## src/rtl/statepack_pkg.sv

```systemverilog
// rtl/statepack_pkg.sv - shared state encodings, framing bytes and CRC-32 constants
package statepack_pkg;

  typedef enum logic [2:0] {
    ST_IDLE = 3'd0,
    ST_HEAD = 3'd1,
    ST_TYPE = 3'd2,
    ST_LEN  = 3'd3,
    ST_DATA = 3'd4,
    ST_FCS  = 3'd5,
    ST_GAP  = 3'd6
  } state_e;

  localparam logic [7:0]  PRE_BYTE   = 8'h55;
  localparam logic [7:0]  SFD_BYTE   = 8'hD5;

  localparam logic [31:0] CRC_POLY   = 32'h04C11DB7;
  localparam logic [31:0] CRC_INIT   = 32'hFFFFFFFF;
  localparam logic [31:0] CRC_XOROUT = 32'hFFFFFFFF;

  // The LSB-first shift register needs the bit-reversed polynomial.
  function automatic logic [31:0] refl32(input logic [31:0] v);
    logic [31:0] r;
    for (int i = 0; i < 32; i++) r[i] = v[31-i];
    return r;
  endfunction

  localparam logic [31:0] CRC_POLY_REFL = refl32(CRC_POLY);

endpackage

```

## src/rtl/crc32_d8.sv

```systemverilog
// rtl/crc32_d8.sv - one-byte combinational update of a reflected CRC-32
module crc32_d8
  import statepack_pkg::*;
(
  input  logic [31:0] crc_i,
  input  logic [7:0]  data_i,
  output logic [31:0] crc_o
);

  // Fold the byte in, then run eight LSB-first shift/xor steps.
  always_comb begin
    logic [31:0] c;
    c = crc_i ^ {24'd0, data_i};
    for (int i = 0; i < 8; i++) begin
      c = c[0] ? ((c >> 1) ^ CRC_POLY_REFL) : (c >> 1);
    end
    crc_o = c;
  end

endmodule

```

## src/rtl/statepack_tx.sv

```systemverilog
// rtl/statepack_tx.sv - framed byte serializer: preamble, type, length, payload, CRC-32 FCS, gap
module statepack_tx
  import statepack_pkg::*;
#(
  parameter int CTRL_PKT_LEN = 64,
  parameter int PRE_NUM      = 9,
  parameter int IFG_LEN      = 12
) (
  input  logic        clk,
  input  logic        rst_n,
  input  logic        tx_start,
  input  logic [7:0]  tx_type,
  input  logic [15:0] tx_len,
  input  logic [7:0]  din,
  output logic        din_rdy,
  output logic [7:0]  dout,
  output logic        dout_vld,
  output logic        busy,
  output logic        tx_done,
  output logic        tx_err,
  output logic [2:0]  state_c
);

  state_e      state_q;
  logic [7:0]  type_q;
  logic [15:0] len_q;
  logic [15:0] rem_q;
  logic [15:0] cnt_q;
  logic [31:0] crc_q;
  logic [31:0] crc_d;
  logic [31:0] fcs_shift;
  logic [7:0]  dout_q;
  logic        dout_vld_q;
  logic        din_rdy_q;
  logic        busy_q;
  logic        tx_done_q;
  logic        tx_err_q;
  logic        start_bad;

  crc32_d8 u_crc (
    .crc_i  (crc_q),
    .data_i (din),
    .crc_o  (crc_d)
  );

  // FCS byte cnt_q of the finished checksum, least significant first.
  assign fcs_shift = (crc_q ^ CRC_XOROUT) >> {cnt_q[1:0], 3'b000};
  assign start_bad = (tx_type != 8'd0) && (tx_len == 16'd0);

  // Frame sequencer: every output is a register loaded alongside the state.
  // busy_q drops in the final gap cycle so a waiting request starts right after the gap.
  always_ff @(posedge clk) begin
    if (!rst_n) begin
      state_q    <= ST_IDLE;
      type_q     <= 8'd0;
      len_q      <= 16'd0;
      rem_q      <= 16'd0;
      cnt_q      <= 16'd0;
      crc_q      <= CRC_INIT;
      dout_q     <= 8'd0;
      dout_vld_q <= 1'b0;
      din_rdy_q  <= 1'b0;
      busy_q     <= 1'b0;
      tx_done_q  <= 1'b0;
      tx_err_q   <= 1'b0;
    end else begin
      tx_done_q <= 1'b0;
      tx_err_q  <= 1'b0;
      if (din_rdy_q) begin
        // Payload byte popped this cycle goes straight out and into the CRC.
        state_q   <= ST_DATA;
        dout_q    <= din;
        crc_q     <= crc_d;
        rem_q     <= rem_q - 16'd1;
        din_rdy_q <= (rem_q != 16'd1);
      end else begin
        case (state_q)
          ST_IDLE, ST_GAP: begin
            if (!busy_q) begin
              dout_q     <= 8'd0;
              dout_vld_q <= 1'b0;
              if (tx_start && start_bad) begin
                state_q  <= ST_IDLE;
                tx_err_q <= 1'b1;
              end else if (tx_start) begin
                state_q    <= ST_HEAD;
                type_q     <= tx_type;
                len_q      <= tx_len;
                rem_q      <= (tx_type == 8'd0) ? 16'(CTRL_PKT_LEN) : tx_len;
                cnt_q      <= 16'd1;
                crc_q      <= CRC_INIT;
                dout_q     <= PRE_BYTE;
                dout_vld_q <= 1'b1;
                busy_q     <= 1'b1;
              end else begin
                state_q <= ST_IDLE;
              end
            end else begin
              cnt_q  <= cnt_q + 16'd1;
              busy_q <= (cnt_q + 16'd1 != 16'(IFG_LEN));
            end
          end
          ST_HEAD: begin
            if (cnt_q < 16'(PRE_NUM)) begin
              dout_q <= PRE_BYTE;
              cnt_q  <= cnt_q + 16'd1;
            end else if (cnt_q == 16'(PRE_NUM)) begin
              dout_q <= SFD_BYTE;
              cnt_q  <= cnt_q + 16'd1;
            end else begin
              state_q   <= ST_TYPE;
              dout_q    <= type_q;
              din_rdy_q <= (type_q == 8'd0);
            end
          end
          ST_TYPE: begin
            state_q <= ST_LEN;
            dout_q  <= len_q[15:8];
          end
          ST_LEN: begin
            dout_q    <= len_q[7:0];
            din_rdy_q <= 1'b1;
          end
          ST_DATA: begin
            state_q <= ST_FCS;
            dout_q  <= crc_q[7:0] ^ CRC_XOROUT[7:0];
            cnt_q   <= 16'd1;
          end
          ST_FCS: begin
            if (cnt_q == 16'd4) begin
              state_q    <= ST_GAP;
              dout_q     <= 8'd0;
              dout_vld_q <= 1'b0;
              cnt_q      <= 16'd1;
              busy_q     <= (IFG_LEN > 1);
            end else begin
              dout_q    <= fcs_shift[7:0];
              tx_done_q <= (cnt_q == 16'd3);
              cnt_q     <= cnt_q + 16'd1;
            end
          end
          default: state_q <= ST_IDLE;
        endcase
      end
    end
  end

  assign din_rdy  = din_rdy_q;
  assign dout     = dout_q;
  assign dout_vld = dout_vld_q;
  assign busy     = busy_q;
  assign tx_done  = tx_done_q;
  assign tx_err   = tx_err_q;
  assign state_c  = state_q;

endmodule
```

## config.mk

```make
export PLATFORM = sky130hd
export DESIGN_NAME = statepack_tx
export DESIGN_NICKNAME = d
export VERILOG_FILES = /design/src/rtl/statepack_pkg.sv /design/src/rtl/crc32_d8.sv /design/src/rtl/statepack_tx.sv
export SDC_FILE = /design/constraint.sdc
export NUM_CORES = 1
export LEC_CHECK = 0
export ABC_AREA = 1
export CORE_MARGIN = 2
export CORE_UTILIZATION = 30
export CTS_BUF_LIST = sky130_fd_sc_hd__clkbuf_8
export DETAILED_ROUTE_END_ITERATION = 12
export MAX_ROUTING_LAYER = met4
export SLEW_MARGIN = 20
export SYNTH_ARGS = -nofsm -noshare
export SYNTH_HDL_FRONTEND = slang
export SYNTH_SLANG_ARGS = --single-unit
```

## constraint.sdc

```tcl
create_clock -name clk -period 2.31 [get_ports clk]
set_clock_uncertainty 0.05 [all_clocks]
set_input_delay 0.231 -clock clk [delete_from_list [all_inputs] [get_ports clk]]
set_output_delay 0.231 -clock clk [all_outputs]
set_load 0.02 [all_outputs]
```

# --- After elaboration in Yosys (flattened, before gate mapping) ---
# Cells that the tools add are included.
classes:
  n_addsub: 2
  n_mul: 0
  div: 0
  order_cmp: 1
  eq_ne: 25
  shifts: 1
  muxes: 55
  n_bitwise: 18
  n_reduce_logical: 24
op_table:
  columns: ["op", "n"]
  rows:
  - ["32-bit two-way mux", 13]
  - ["16-bit two-way mux", 12]
  - ["13-bit inverter with 14-bit output", 8]
  - ["16-bit case mux with 4 select lines", 1]
  - ["8-bit case mux with 6 select lines", 1]
  - ["8-bit two-way mux", 5]
  - ["32-bit inverter", 1]
  - ["32-bit by 5-bit right shift with 8-bit output", 1]
  - ["32-bit by 8-bit bitwise XOR with 32-bit output", 1]
  - ["3-bit != test (second input constant)", 7]
  - ["5-bit AND reduction", 4]
  - ["3-bit case mux with 6 select lines", 1]
  - ["16-bit by 1-bit adder with 16-bit output (second input constant)", 1]
  - ["16-bit by 2-bit == test with 1-bit output (second input constant)", 1]
  - ["16-bit by 3-bit == test with 1-bit output (second input constant)", 1]
  - ["16-bit by 4-bit == test with 1-bit output (second input constant)", 1]
  - ["16-bit logical NOT", 1]
  - ["8-bit logical NOT", 2]
  - ["16-bit by 4-bit less-than comparator with 1-bit output (second input constant)", 1]
  - ["16-bit by 1-bit != test with 1-bit output (second input constant)", 1]
  - ["16-bit by 4-bit != test with 1-bit output (second input constant)", 1]
  - ["16-bit by 1-bit subtractor with 16-bit output (second input constant)", 1]
  - ["3-bit two-way mux", 5]
  - ["7-bit two-way mux", 2]
  - ["19 further kinds", 53]
word_totals:
  register_bits: 104
  latch_bits: 0
  ram_bits: 0
  rom_bits: 0
  memories: 0

# --- Longest topological paths before layout ---
# Gate-level depths: netlist of run 1.
logic_depth:
  ltp_word: 18
  mapped_depth: 14
  depth_no_buf: 13

# --- Hierarchy ---
# Synthesis of run 1 repeated with hierarchy kept, for this count alone.
unflattened:
  hier_cells: 1054
  hier_area_um2: 6760.2
by_module_without_submodules:
  columns: ["module", "instances", "cells_each", "area_each_um2", "seq_area_each_um2"]
  rows:
  - ["statepack_tx", 1, 797, 5386.4, 2082.0]
  - ["crc32_d8", 1, 257, 1373.8, 0.0]

# --- Least setup slack after synthesis of run 1 ---
# No wires, ideal clock.
synth_path:
  path_kind: "register to register"
  startpoint: "register cnt_q[1]"
  endpoint: "register cnt_q[3]"
  setup_ps: 132
  arrival_time_ps: 1927
  setup_slack_ps: 200
  path_stages_with_launch: 15
  n_path_buf: 3
  synth_period_minus_slack_ps: 2110
  path_cell_list: "dfxtp_1 buf_2 inv_1 clkbuf_1 ha_1 nand3_1 nor2_1 nand2_1 nand3_2 nand2_2 a21oi_4 inv_4 buf_6 nand2_1 a21oi_1"
synth_via:
  elab_chain_len: 4
  elab_cells_between_ends: 11
  classes_between: "add/sub: 1; order compare: 1; eq/ne: 3; mux: 5; reduce/logical: 1"
synth_lines:
  columns: ["element", "line", "source"]
  rows:
  - ["start, declared", "statepack_tx.sv:28", "logic [15:0] cnt_q;"]
  - ["start signal, assigned", "statepack_tx.sv:99", "cnt_q <= cnt_q + 16'd1;"]
  - ["start signal, assigned", "statepack_tx.sv:106", "cnt_q <= cnt_q + 16'd1;"]
  - ["start signal, assigned", "statepack_tx.sv:109", "cnt_q <= cnt_q + 16'd1;"]
  - ["16-bit by 1-bit adder with 16-bit output", null, null]
  - ["16-bit two-way mux", "statepack_tx.sv:107", "end else if (cnt_q == 16'(PRE_NUM)) begin"]
  - ["16-bit two-way mux", "statepack_tx.sv:104", "if (cnt_q < 16'(PRE_NUM)) begin"]
  - ["16-bit case mux with 4 select lines", "statepack_tx.sv:77", "case (state_q)"]
# Parallel ways exist; a longest one is shown, timed or not. The select of a mux whose other input is x is not followed.
# A chain may end at the register's enable or synchronous reset.

# --- Worst setup path after layout of run 1 ---
layout_path:
  startpoint: "register cnt_q[0]"
  endpoint: "register dout_q[5] (netlist: dout[5])"
layout_via:
  elab_chain_len: 5
  elab_cells_between_ends: 9
  classes_between: "order compare: 1; eq/ne: 2; shift: 1; mux: 5"
layout_lines:
  columns: ["element", "line", "source"]
  rows:
  - ["parallel branches: the longest is 3 deep, another holds 16-bit by 4-bit less-than comparator with 1-bit output", null, null]
  - ["8-bit case mux with 6 select lines (*)", "statepack_tx.sv:77", null]
  - ["8-bit two-way mux (*)", "statepack_tx.sv:69", "if (din_rdy_q) begin"]
  - ["end signal, assigned", "statepack_tx.sv:72", "dout_q <= din;"]
  - ["end signal, assigned", "statepack_tx.sv:112", "dout_q <= type_q;"]
  - ["end signal, assigned", "statepack_tx.sv:118", "dout_q <= len_q[15:8];"]
  - ["end, declared", "statepack_tx.sv:32", "logic [7:0] dout_q;"]
# Every way passes the cells marked *.

==> results, run 1 <==
- The I/O pin count is 51.
- Of the total synthesized cell area, the portion taken by XOR and XNOR cells is 0.0848.
- The number of clock buffers added by TritonCTS is 9.
- Of the total power, combinational logic draws 0.569.
- The final period demand of the worst path is 2090 ps.
- The count of nets left with antenna violations after detail routing is 0.
- The register-to-register setup slack is 220 ps.
- The main combinational cell family by area after synthesis is simple AND/OR/NAND/NOR gates.
- The element type at the critical path end is a flop.
- By count the netlist is led by 233 x sky130_fd_sc_hd__nand2_1, 104 x sky130_fd_sc_hd__dfxtp_1, 93 x sky130_fd_sc_hd__a21oi_1, 93 x sky130_fd_sc_hd__inv_1, 92 x sky130_fd_sc_hd__nor2_1.
- The worst hold slack after final layout is 182 ps.
- In this run the power density over the cells is 1090 mW/mm^2.
- The region available for standard cell placement spans 0.0226 mm^2.
- Of the total power, the share spent switching nets is 0.487.
- Synthesis produced a netlist with a net count of 1091.
- The maximum fanout along the worst path is 9.
- Once the clock tree was built, the resizer swapped 0 gates to a different size.
- The share of the Yosys chip area taken by registers is 0.301.
- The worst setup path is of the flop to flop kind.
- The final wirelength is 22300 um.
- The cell type with the highest aggregate area in the netlist is sky130_fd_sc_hd__dfxtp_1.
- The fraction of layout cells with a size suffix above 1 is 0.115.
- The most common cell in the synthesized netlist is sky130_fd_sc_hd__nand2_1.
- After the first detailed-routing iteration, the DRC count stood at 551.
- The final count of hold timing violations came to 0.
- The post-synthesis mux area share is 0.
- The number of sinks driven by the clock tree is 104.
- Global routing finished with a remaining overflow of 0.
- The number of levels in the clock H-tree is 3.
- Routability-driven placement finished with a final weighted congestion of 0.885.
- The overall die width is 156 um.
- The total number of vias is 7216.
- The floorplan die area is 0.0243 mm^2.
- The share of the synthesized area in compound gates (AO/OA/AOI/OAI) is 0.202.
- The commonest register cell after synthesis is sky130_fd_sc_hd__dfxtp_1.
- In this run the post-CTS setup repair buffer count came out at 0.
- The number of antenna violations at the first check in global routing is 0.
- The number of distinct library cell variants in the gate-level netlist after synthesis is 50.
- Cell internal power was estimated by the tool at 4.57 mW.
- The largest stage delay on the critical path is 380 ps.
- The die is 156 um tall.
- The worst setup path startpoint is cnt_q[0].
- For the pin with the worst max-slew slack, the measured transition is 572 ps.
- The worst setup path is launched from a flop.
- Dividing the detail-routed wire length by the instance count gives 15.8 um.
- The capture point of the worst reg-to-reg path is dout[5].
- The repair_antennas step left the layout with diodes totalling 0.
- The total routing usage reported by global routing is 0.188.
- The required time at the worst-slack endpoint is 2520 ps.
- In this run the static leakage power is 3.41 nW.
- The final cell area excluding filler cells is 0.00814 mm^2.
- Power comes to 8.91 mW.
- Derived from the worst setup path, the maximum achievable clock frequency is 479 MHz.
- In this run the critical register-to-register path is launched from cnt_q[0].
- Clock-pin slew was measured on the worst setup and hold paths at 110 ps.
- The number of cells on the worst reg-to-reg path is 11.
- The count of warnings emitted by yosys is 0.
- The DRC violation count after routing is 0.
- TritonCTS built the clock tree.
- The dominant cell type by count on the critical path is sky130_fd_sc_hd__nand2_1.
- Yosys attributes the largest share of cell area to sky130_fd_sc_hd__dfxtp_1 30%, sky130_fd_sc_hd__nand2_1 13%, sky130_fd_sc_hd__a21oi_1 6.7%, sky130_fd_sc_hd__o21ai_0 6.2%, sky130_fd_sc_hd__nand3_1 5.9%.
- The wire length of the first global-routing pass is 35100 um.
- The signal on the critical path passes through inv_2 -> ha_1 -> nand3_1 -> nor2_1 -> nand2_1 -> nand2_1 -> clkinv_1 -> nand2_1 -> o211ai_1 -> nand2_1 -> a21oi_1.
- In this run the cell area of the synthesized design comes to 0.00691 mm^2.
- The depth of the critical timing path with buffers and inverters included is 11.
- The wire-length estimate of the detail-placed layout is 16700 um.
- The total buffers and inverters traversed by the critical path is 2.
- The count of TritonRoute iterations in the first routing pass is 9.
- In this run the worst hold path is classified as input port to flop.
- The number of buffers on the longest clock path is 2.
- Setup repair after global routing left no endpoint under its margin.
- The detailed-route vias per instance is 5.10.
- Relative to the synthesized area, the layout overhead comes to 17.8%.
- The number of flops mapped to enable cells by yosys is 0.
- In the finished design, the share of the clock period the worst path needs comes to 0.904.
- The final-report max-slew violation count was 0.
- Of the total synthesized cell area, the portion taken by AND, OR, NAND and NOR gates is 0.303.
- The max capacitance violation total is 0.
- The final layout net count is 1165.
- The number of hold buffers added after CTS is 0.
- In this run the tightest slew margin relative to its limit is 0.618.
- Data on the critical path arrives at its endpoint at 2300 ps.
- The synthesized instance count is 1050.
- The count of buffers from port buffering is 50.
- Across the VDD grid, the largest voltage drop is 0.467 mV.
- The cell type of the slowest stage on the worst timing path is sky130_fd_sc_hd__dfxtp_2.
- The share of synthesized area in the top cell type comes to 0.301.
- The later pin in the worst-skew pair is clocked with a latency of 400 ps.
- The net switching power is 4.33 mW.
- The share of total power dissipated in sequential elements is 0.305.
- The tree is rooted in a sky130_fd_sc_hd__clkbuf_8.
- The flow ran to the end, and the final reports show no timing, DRC or antenna violations.
- The final setup violation count is 0.
- The average size of a mapped cell is 6.58 um^2.
- The via count of the first global-routing pass was 6447.
- The area after detailed placement is 0.00796 mm^2.
- Entering global routing, the biggest net connects 49 pins.
- The register bit count reported by yosys is 104.
- The initial core utilization is 0.305.
- The share of synthesized registers carrying an async set or reset is 0.
- The number of placement rows is 55.
- The post-synthesis adder-cell area fraction is 0.0109.
- The end point of the critical path is dout[5].
- Grouping stages by cell kind, the critical path spends the most delay in simple AND/OR/NAND/NOR gates.
- Of the total power, the clock network draws 0.126.
layer usage:
layer	up-vias	track usage	share of wire
met3	24	0.0347	0.068
met5	-	-	0
li1	3627	-	-
met1	3322	0.258	0.48
met4	0	0.0419	0.014
met2	243	0.287	0.44
power by group through the flow:
stage | clock network (mW) | logic (mW) | registers [mW]
final | 1.12 | 5.07 | 2.71
after global routing | 1.23 | 5.61 | 2.78
after CTS | 1.16 | 5.04 | 2.71
after detailed placement | 0 | 5.01 | 2.74
after global placement | 0 | 4.97 | 2.74
after floorplan | 0 | 3.57 | 2.66
cells in the final DEF (no fill, tap or decap), types with 4 or more instances in the layout:
master	synthesis	routed
sky130_fd_sc_hd__a21oi_1	93	93
sky130_fd_sc_hd__a22oi_1	4	4
sky130_fd_sc_hd__a31oi_1	9	9
sky130_fd_sc_hd__buf_4	2	52
sky130_fd_sc_hd__clkbuf_8	0	9
sky130_fd_sc_hd__clkdlybuf4s50_1	0	49
sky130_fd_sc_hd__clkinv_1	5	5
sky130_fd_sc_hd__dfxtp_1	104	102
sky130_fd_sc_hd__ha_1	6	6
sky130_fd_sc_hd__inv_1	93	94
sky130_fd_sc_hd__inv_2	13	13
sky130_fd_sc_hd__nand2_1	233	233
sky130_fd_sc_hd__nand2_2	14	14
sky130_fd_sc_hd__nand3_1	82	82
sky130_fd_sc_hd__nand4_1	11	11
sky130_fd_sc_hd__nor2_1	92	92
sky130_fd_sc_hd__nor2_2	6	6
sky130_fd_sc_hd__nor2_4	5	5
sky130_fd_sc_hd__nor3_1	18	18
sky130_fd_sc_hd__o211ai_1	8	8
sky130_fd_sc_hd__o21ai_0	85	84
sky130_fd_sc_hd__o21ai_1	25	26
sky130_fd_sc_hd__o22ai_1	16	16
sky130_fd_sc_hd__xnor2_1	20	20
sky130_fd_sc_hd__xnor2_2	4	4
sky130_fd_sc_hd__xor2_1	30	30
worst register-to-register path, stage by stage, from the launching register on:
cell	delay, ps
sky130_fd_sc_hd__dfxtp_2	380
sky130_fd_sc_hd__inv_2	120
sky130_fd_sc_hd__ha_1	150
sky130_fd_sc_hd__nand3_1	70
sky130_fd_sc_hd__nor2_1	110
sky130_fd_sc_hd__nand2_1	150
sky130_fd_sc_hd__nand2_1	130
sky130_fd_sc_hd__clkinv_1	310
sky130_fd_sc_hd__nand2_1	180
sky130_fd_sc_hd__o211ai_1	130
sky130_fd_sc_hd__nand2_1	120
sky130_fd_sc_hd__a21oi_1	70
area by class of cell:
| class | count | area [um^2] |
|---|---|---|
| clock buffers | 9 | 124 |
| clock inverters | 7 | 55.1 |
| fillers | 2457 | 14500 |
| inverters | 112 | 423 |
| multi-input cells | 792 | 4150 |
| flip-flops and latches | 104 | 2080 |
| well taps | 285 | 357 |
| repair buffers | 105 | 946 |
state kept, by name, indices dropped and copies added (netlist names), 3 cells and up:
name,count
crc_q,32
len_q,16
state_c,3
rem_q,16
type_q,8
dout,8
cnt_q,16
worst min-delay path by stage:
stage | to | cells after the start | start | slack, ps
global placement | len_q[12] | 2 | len_q[12] | 400
CTS | type_q[7] | 3 | rst_n | 160
floorplan | len_q[15] | 2 | tx_len[15] | 320
detailed placement | len_q[12] | 2 | len_q[12] | 410
finish | type_q[7] | 3 | rst_n | 180
global route | type_q[0] | 3 | rst_n | 170
cells by family (layout without fill, tap and decap cells):
| group | count (synthesis) | count (layout) |
|---|---|---|
| compound gates | 254 | 254 |
| xor+xnor | 57 | 57 |
| fa+ha+maj | 6 | 6 |
| buf+inv | 154 | 233 |
| flops | 104 | 104 |
| simple gates | 475 | 475 |
stage by stage:
stage	setup WS, ps	cells	util	TNS [ps]
2_1_floorplan	200	1050	-	0
6_report	221	1414	0.359	0
4_1_cts	184	1414	0.359	0
3_3_place_gp	-53.9	1398	0.351	-181
5_1_grt	74.2	1414	0.359	0
3_5_place_dp	-51.3	1398	0.351	-167
(Power assumes the default switching activity.)
==> run 2, diff against run 1 <==
Settings changed: HOLD_SLACK_MARGIN set to 0.12.
==> results of run 2 <==
No change in the layout: final DEF, timing and power equal those of run 1.
==> run 3, diff against run 2 <==
Settings changed: CTS_CLUSTER_SIZE set to 40.
==> results of run 3 <==
No change in the layout: final DEF, timing and power equal those of run 1.
